**src/rtl/mem_arb_pkg.sv**
```systemverilog
// Shared command encoding, FSM state type and request decode for the
// PS/PL memory port arbiter.
package mem_arb_pkg;

  localparam logic [2:0] CMD_WRITE = 3'd2;
  localparam logic [2:0] CMD_READ  = 3'd3;
  localparam logic [2:0] CMD_IDLE  = 3'd4;

  typedef enum logic [1:0] {
    IDLE   = 2'd0,
    ACCESS = 2'd1,
    RESP   = 2'd2
  } state_e;

  function automatic logic is_active(input logic [2:0] cmd);
    return (cmd == CMD_WRITE) || (cmd == CMD_READ);
  endfunction

endpackage

```
**src/rtl/rr_arbiter2.sv**
```systemverilog
// Two-way round-robin pick: bit 0 is the PS, bit 1 is the PL. On a tie the
// port that was not served last wins; the pointer lives in the parent.
module rr_arbiter2 (
  input  logic [1:0] req_i,
  input  logic       last_pl_i,
  output logic [1:0] gnt_o
);

  // One-hot grant from the request vector and the last-served pointer
  always_comb begin
    gnt_o = 2'b00;
    case (req_i)
      2'b01:   gnt_o = 2'b01;
      2'b10:   gnt_o = 2'b10;
      2'b11:   gnt_o = last_pl_i ? 2'b01 : 2'b10;
      default: gnt_o = 2'b00;
    endcase
  end

endmodule

```
**src/rtl/mem_port_arbiter.sv**
```systemverilog
// Round-robin arbiter sharing one single-port memory between the PS bridge
// and the PL calculator; every access takes IDLE -> ACCESS -> RESP.
module mem_port_arbiter
  import mem_arb_pkg::*;
#(
  parameter int ADDR_W = 8,
  parameter int DATA_W = 32
) (
  input  logic              clk,
  input  logic              rst,
  input  logic [2:0]        ps_cmd,
  input  logic [ADDR_W-1:0] ps_addr,
  input  logic [DATA_W-1:0] ps_wdata,
  output logic [DATA_W-1:0] ps_rdata,
  output logic              ps_ack,
  input  logic [2:0]        pl_cmd,
  input  logic [ADDR_W-1:0] pl_addr,
  input  logic [DATA_W-1:0] pl_wdata,
  output logic [DATA_W-1:0] pl_rdata,
  output logic              pl_ack,
  output logic              mem_en,
  output logic              mem_we,
  output logic [ADDR_W-1:0] mem_addr,
  output logic [DATA_W-1:0] mem_wdata,
  input  logic [DATA_W-1:0] mem_rdata,
  output logic              grant_pl,
  output logic              busy
);

  state_e              state_q, state_d;
  logic                last_pl_q, last_pl_d;
  logic                wr_q, wr_d;
  logic                mem_en_q, mem_en_d;
  logic                mem_we_q, mem_we_d;
  logic [ADDR_W-1:0]   mem_addr_q, mem_addr_d;
  logic [DATA_W-1:0]   mem_wdata_q, mem_wdata_d;
  logic                grant_pl_q, grant_pl_d;
  logic                ps_ack_q, ps_ack_d;
  logic                pl_ack_q, pl_ack_d;
  logic [DATA_W-1:0]   ps_rdata_q, ps_rdata_d;
  logic [DATA_W-1:0]   pl_rdata_q, pl_rdata_d;
  logic [1:0]          req_s;
  logic [1:0]          gnt_s;
  logic [2:0]          win_cmd_s;

  // A port whose ack is high this cycle is still holding the old request
  assign req_s = {is_active(pl_cmd) & ~pl_ack_q, is_active(ps_cmd) & ~ps_ack_q};

  rr_arbiter2 u_rr (
    .req_i     (req_s),
    .last_pl_i (last_pl_q),
    .gnt_o     (gnt_s)
  );

  assign win_cmd_s = gnt_s[1] ? pl_cmd : ps_cmd;

  // Next-state and registered-output logic for the access FSM
  always_comb begin
    state_d     = state_q;
    last_pl_d   = last_pl_q;
    wr_d        = wr_q;
    mem_en_d    = mem_en_q;
    mem_we_d    = mem_we_q;
    mem_addr_d  = mem_addr_q;
    mem_wdata_d = mem_wdata_q;
    grant_pl_d  = grant_pl_q;
    ps_ack_d    = 1'b0;
    pl_ack_d    = 1'b0;
    ps_rdata_d  = ps_rdata_q;
    pl_rdata_d  = pl_rdata_q;
    case (state_q)
      IDLE: begin
        if (gnt_s != 2'b00) begin
          grant_pl_d  = gnt_s[1];
          last_pl_d   = gnt_s[1];
          wr_d        = (win_cmd_s == CMD_WRITE);
          mem_en_d    = 1'b1;
          mem_we_d    = (win_cmd_s == CMD_WRITE);
          mem_addr_d  = gnt_s[1] ? pl_addr : ps_addr;
          mem_wdata_d = gnt_s[1] ? pl_wdata : ps_wdata;
          state_d     = ACCESS;
        end else begin
          state_d     = IDLE;
        end
      end
      ACCESS: begin
        mem_en_d = 1'b0;
        mem_we_d = 1'b0;
        state_d  = RESP;
      end
      RESP: begin
        if (grant_pl_q) begin
          pl_ack_d = 1'b1;
          if (!wr_q) pl_rdata_d = mem_rdata;
        end else begin
          ps_ack_d = 1'b1;
          if (!wr_q) ps_rdata_d = mem_rdata;
        end
        state_d = IDLE;
      end
      default: begin
        mem_en_d = 1'b0;
        mem_we_d = 1'b0;
        state_d  = IDLE;
      end
    endcase
  end

  // State and output registers, cleared asynchronously
  always_ff @(posedge clk or negedge rst) begin
    if (!rst) begin
      state_q     <= IDLE;
      last_pl_q   <= 1'b0;
      wr_q        <= 1'b0;
      mem_en_q    <= 1'b0;
      mem_we_q    <= 1'b0;
      mem_addr_q  <= '0;
      mem_wdata_q <= '0;
      grant_pl_q  <= 1'b0;
      ps_ack_q    <= 1'b0;
      pl_ack_q    <= 1'b0;
      ps_rdata_q  <= '0;
      pl_rdata_q  <= '0;
    end else begin
      state_q     <= state_d;
      last_pl_q   <= last_pl_d;
      wr_q        <= wr_d;
      mem_en_q    <= mem_en_d;
      mem_we_q    <= mem_we_d;
      mem_addr_q  <= mem_addr_d;
      mem_wdata_q <= mem_wdata_d;
      grant_pl_q  <= grant_pl_d;
      ps_ack_q    <= ps_ack_d;
      pl_ack_q    <= pl_ack_d;
      ps_rdata_q  <= ps_rdata_d;
      pl_rdata_q  <= pl_rdata_d;
    end
  end

  assign mem_en    = mem_en_q;
  assign mem_we    = mem_we_q;
  assign mem_addr  = mem_addr_q;
  assign mem_wdata = mem_wdata_q;
  assign grant_pl  = grant_pl_q;
  assign ps_ack    = ps_ack_q;
  assign pl_ack    = pl_ack_q;
  assign ps_rdata  = ps_rdata_q;
  assign pl_rdata  = pl_rdata_q;
  assign busy      = (state_q == ACCESS) || (state_q == RESP);

endmodule

```
**config.mk**
```make
export PLATFORM = sky130hd
export DESIGN_NAME = mem_port_arbiter
export DESIGN_NICKNAME = d
export VERILOG_FILES = /design/src/rtl/mem_arb_pkg.sv /design/src/rtl/rr_arbiter2.sv /design/src/rtl/mem_port_arbiter.sv
export SDC_FILE = /design/constraint.sdc
export NUM_CORES = 1
export LEC_CHECK = 0
export CORE_AREA = 2 2 108 110
export CTS_BUF_LIST = sky130_fd_sc_hd__clkbuf_4 sky130_fd_sc_hd__clkbuf_8 sky130_fd_sc_hd__clkbuf_16
export CTS_CLUSTER_DIAMETER = 50
export DETAILED_ROUTE_END_ITERATION = 6
export DIE_AREA = 0 0 110 112
export HOLD_SLACK_MARGIN = 0.08
export PLACE_DENSITY = 0.85
export SLEW_MARGIN = 20
export SYNTH_ARGS = -nofsm -noshare
export SYNTH_HDL_FRONTEND = slang
export SYNTH_HIERARCHICAL = 1
export SYNTH_SLANG_ARGS = --single-unit
```
**constraint.sdc**
```tcl
create_clock -name clk -period 4.01 [get_ports clk]
set_input_delay 0.6015 -clock clk [delete_from_list [all_inputs] [get_ports clk]]
set_output_delay 0.6015 -clock clk [all_outputs]
set_load 0.05 [all_outputs]
```
* Word-level counts from Yosys, hierarchy flattened *
Cells that the tools add are included.

storage, ports and cells
  flip-flop bits (word level) = 112
  input bits = 120
  output and inout port bits = 110
  word-level logic and storage cells = 53

cells by class
  equality and inequality tests = 11
  muxes and demuxes = 15
  bitwise gates (word level) = 7
  reduce and logical (&&, ||, !) cells = 9

operators by type and width
  cell                  count
  $mux W32              1
  $eq A3 B2 Y1 const B  5
  $mux W8               1
  $mux W1               7
  $eq A2 B2 Y1 const B  3
  $pmux W2 S3           1
  $reduce_and A3 Y1     2
  $not A1 Y1            5
  $eq A2 B1 Y1 const B  2
  $pmux W1 S2           2
  $pmux W2 S2           1
  $reduce_and A2 Y1     2
  $logic_or A1 B1 Y1    3
  $mux W3               1
  $and A1 B1 Y1         2
  $logic_not A2 Y1      1
  $mux W2               1
  $ne A2 B2 Y1 const B  1
  $reduce_bool A2 Y1    1

* Depth between registers and ports, before layout *
  depth in word-level cells = 9
  mapped depth = 8
  mapped depth without buffers = 5

* Cells and area by module *
Netlist, hierarchy kept.

modules (own cells, without submodules)
  module            times used  cells an instance  area an instance (µm²)  sequential area each (µm²)
  mem_port_arbiter  1           344                4,894.7                 2,802.7
  rr_arbiter2       1           3                  18.8                    0.0

* Least setup slack after synthesis *
Ideal clock, no wire load.

  kind = reg2reg
  start point = register pl_ack_q (netlist: pl_ack)
  end point = register mem_addr_q[0] (netlist: mem_addr[0])
  data arrival time = 1.716 ns
  required time = 3.877 ns
  path slack = 2.161 ns
  cell stages (with the launch flop) = 7
  buffers on the path = 2
  clock period less this slack = 1.849 ns
  path through = dfrtp_1 > nor3b_1 > a21boi_0 > buf_2 > buf_2 > mux2i_1 > o21ai_0

on the way
  cells in the longest elaborated chain, start to end = 6

RTL lines
  element                                       RTL line                 RTL
  from (decl)                                   mem_port_arbiter.sv:39   logic pl_ack_q, pl_ack_d;
  from (signal assigned)                        mem_port_arbiter.sv:134  pl_ack_q <= pl_ack_d;
  $not A1 Y1 *                                  mem_port_arbiter.sv:47   assign req_s = {is_active(pl_cmd) & ~pl_ack_q, is_active(ps_cmd) & ~ps_ack_q};
  $and A1 B1 Y1 *                               mem_port_arbiter.sv:47
  net req_s[1]                                  mem_port_arbiter.sv:42   logic [1:0] req_s;
  $eq A2 B2 Y1 or $eq A2 B1 Y1 (tied branches)  rr_arbiter2.sv:12        case (req_i)
  $pmux W2 S3 *                                 rr_arbiter2.sv:12
  net gnt_s[1]                                  mem_port_arbiter.sv:43   logic [1:0] gnt_s;
  $reduce_bool A2 Y1                            mem_port_arbiter.sv:73   if (gnt_s != 2'b00) begin
  $reduce_and A2 Y1 (no source line)            --
  to (signal assigned)                          mem_port_arbiter.sv:130  mem_addr_q <= mem_addr_d;
  to (decl)                                     mem_port_arbiter.sv:35   logic [ADDR_W-1:0] mem_addr_q, mem_addr_d;

Mark *: on every way through the listed nets, which the timed path passes. The rest lies on a longest branch.
A chain may end at the register's enable or synchronous reset.

* Worst setup path after layout *
  start point = input port pl_cmd[1]
  end point = register mem_wdata_q[9] (netlist: mem_wdata[9])

on the way
  cells in the longest elaborated chain, start to end = 7

RTL lines
  element                                       RTL line                 RTL
  from (decl)                                   mem_port_arbiter.sv:16   input logic [2:0] pl_cmd,
  $eq A3 B2 Y1                                  mem_arb_pkg.sv:16        return (cmd == CMD_WRITE) || (cmd == CMD_READ);
  $logic_or A1 B1 Y1 *                          mem_arb_pkg.sv:16
  $and A1 B1 Y1 *                               mem_port_arbiter.sv:47
  net req_s[1]                                  mem_port_arbiter.sv:42
  $eq A2 B2 Y1 or $eq A2 B1 Y1 (tied branches)  rr_arbiter2.sv:12
  $pmux W2 S3 *                                 rr_arbiter2.sv:12
  net gnt_s[1]                                  mem_port_arbiter.sv:43
  $reduce_bool A2 Y1                            mem_port_arbiter.sv:73
  $reduce_and A2 Y1 (no source line)            --
  to (signal assigned)                          mem_port_arbiter.sv:131  mem_wdata_q <= mem_wdata_d;
  to (decl)                                     mem_port_arbiter.sv:36   logic [DATA_W-1:0] mem_wdata_q, mem_wdata_d;

Marks and branches as above.

==> summary.md <==
| Metric | Value |
|---|---|
| Total Negative Setup Slacks | 0 ns |
| Max Fanout on Critical Path | 24 |
| First-pass GRT wire length | 19100 um |
| Crit path time final | 2.58 ns |
| Max rail drop VDD | 707 uV |
| Vias in the first global route | 3745 |
| Setup bufs post-CTS | 0 |
| Register area share after synthesis | 57.0% |
| Top-Level Pins | 230 |
| Synthesized area per cell | 14.2 um^2 |
| RSZ-0062 raised after global routing | false |
| Core area | 11200 um^2 |
| Area leader, netlist | dfrtp_1 |
| Top cells by instance count after synthesis | dfrtp_1 (112), mux2_4 (60), nand2_1 (42) |
| Reg2reg path depth | 6 |
| Starting Density | 44.0% |
| Setup CP Type | in -> reg |
| Reg2reg end | mem_wdata[9] |
| Antenna Cells | 0 |
| Max Clock Freq | 0.387 GHz |
| # setup viols final | 0 |
| CTS max path bufs | 2 |
| Port buffer count | 229 |
| Final Util | 67.8% |
| CTS tree | yes |
| Top_reg_cell synth | dfrtp_1 |
| Fin. Hold Viols | 0 |
| Fill count | 806 |
| Final Max Tran Viols | 0 |
| Final nets | 694 |
| # clock sinks | 112 |
| Pwr per Cell Area | 966 nW/um^2 |
| Later-pin clock latency in the skew report | 0.34 ns |
| CTS resizes | 0 |
| Vias per Instance | 4.92 |
| Antenna violations before repair | 0 |
| Most frequent cell after synthesis | dfrtp_1 |
| Overflow after GRT | 0 |
| Critical Path Sink Type | register |
| Die X | 110 um |
| Chip Height | 112 um |
| Actual slew at the worst max-slew pin | 1.06 ns |
| CTS buffer count | 9 |
| CP Launch Type | input pin |
| DRC viols | 0 |
| Worst Setup EP | mem_wdata[9] |
| Top cells by area, synth | dfrtp_1 (57%), mux2_4 (18%), mux2i_1 (8.1%) |
| Rows | 39 |
| DR pass1 iterations | 4 |
| Rel. slew slack | 29.1% |
| GPL Wtd Cong | 0.737 |
| Clk_skew | 0.0106 ns |
| Proportion of layout cells with a drive suffix above 1 | 16.1% |
| Detail Route Antenna Nets | 0 |
| Yosys warnings | 6 |
| Syn_nets | 470 |
| Unique masters post-synth | 28 |
| Flops & latches, synth | 112 |
| Fin crit share | 64.4% |
| Setup crit start | pl_cmd[1] |
| Root Driver | clkbuf_16 |
| Drt first-iter violations | 129 |
| H-tree depth | 3 |
| Largest net degree at the start of global routing | 79 |
| Worst EP arrival | 2.78 ns |
| Worst r2r src | pl_ack |
| Cell Area, Synth | 4910 um^2 |
| Post-CTS Hold Buffers | 0 |
| Min-delay worst type | in -> async |
| Yosys top cell area share | 57.0% |
| Layout area overhead | 54.2% |
| Status | finished, final reports clean |
| Drt wl/cell | 16.8 um |
| DR vias | 3539 |
| Max Cap Violations | 0 |
| Clock transition at path regs | 0.08 ns |
| Post-synth ARST share | 100% |
| R2r setup slk | 1.74 ns |
| Post-synth EDFFs | 0 |
| DIE AREA | 12300 um^2 |
| Leak | 3.33 nW |
| Total GRT Usage | 20.2% |
| Hold Slack | 0.177 ns |
| Critical Path RT | 4.20 ns |
| Post-DP HPWL | 9040 um |
| Gate Count Post-Synth | 347 |
| WL final | 12100 um |
layer usage:
metal,global-route usage (%),share of wire [%],vias up
met2,34.1,49,168
met4,7.17,1.9,0
met5,0,0,-
met1,23.5,39,1704
li1,-,-,1648
met3,7.14,10,19
layout make-up:
type / count / area (um^2) / area share [%]
clock buffer: 10 / 239 / 3.15
clock inverter: 6 / 97.6 / 1.29
inverter: 6 / 22.5 / 0.297
multi-input combinational: 207 / 1900 / 25.1
sequential: 112 / 2800 / 37.0
tap: 143 / 179 / 2.36
timing repair buffer: 235 / 2330 / 30.8
worst min path at each step:
stage	startpoint	end	slack, ns	cells past startpoint
after detailed placement	mem_wdata[25]	mem_wdata[25]	0.47	2
after global routing	rst	pl_rdata[11]	0.19	1
after global placement	mem_wdata[25]	mem_wdata[25]	0.46	2
after CTS	rst	pl_rdata[15]	0.18	1
final	rst	pl_rdata[11]	0.18	1
after floorplan	rst	grant_pl	0.31	0
critical path: stages:
cell	delay [ns]
clkdlybuf4s50_1	0.46
nor3b_1	0.27
a21boi_4	0.27
buf_4	0.34
buf_4	0.44
mux2i_1	0.27
o21ai_0	0.10
layout by cell type (no fill, tap or decap), types with 4 or more instances in the layout:
master / n
o21ai_0: 38
mux2_2: 4
mux2i_1: 40
nand2_1: 42
buf_4: 7
clkbuf_16: 9
mux2_4: 60
clkdlybuf4s50_1: 228
inv_1: 6
dfrtp_1: 112
flip-flops by register name (all words and copies together), names as in the netlist:
name       flops
mem_wdata     32
pl_rdata      32
ps_rdata      32
mem_addr       8
state_q        2
grant_pl       1
mem_en         1
mem_we         1
pl_ack         1
ps_ack         1
wr_q           1
logic make-up (layout without fill, tap and decap cells):
kind of cell / count (synthesis) / after routing / share of synthesized area, %
adder cells (fa/ha/maj): 3 / 3 / 0.764
flip-flops: 112 / 112 / 57.0
multiplexers: 104 / 104 / 27.4
AO/OA/AOI/OAI: 48 / 48 / 5.25
buffers and inverters: 28 / 257 / 4.71
AND/OR/NAND/NOR: 52 / 52 / 4.84
metrics by stage:
stage	setup slack, ns	cell area [um^2]	cells	power (mW)
floorplan	2.16	4910	347	4.93
global placement	1.20	7240	703	6.28
detailed placement	1.09	7240	703	6.36
CTS	1.47	7570	719	7.38
global route	1.25	7570	719	7.65
finish	1.43	7570	719	7.32
report_power, final:
group          total, mW  internal (mW)  switching [mW]
Combinational       4.32           1.66            2.66
Clock              0.995          0.574           0.421
Sequential          2.00           1.68           0.325
(Power assumes the default switching activity.)
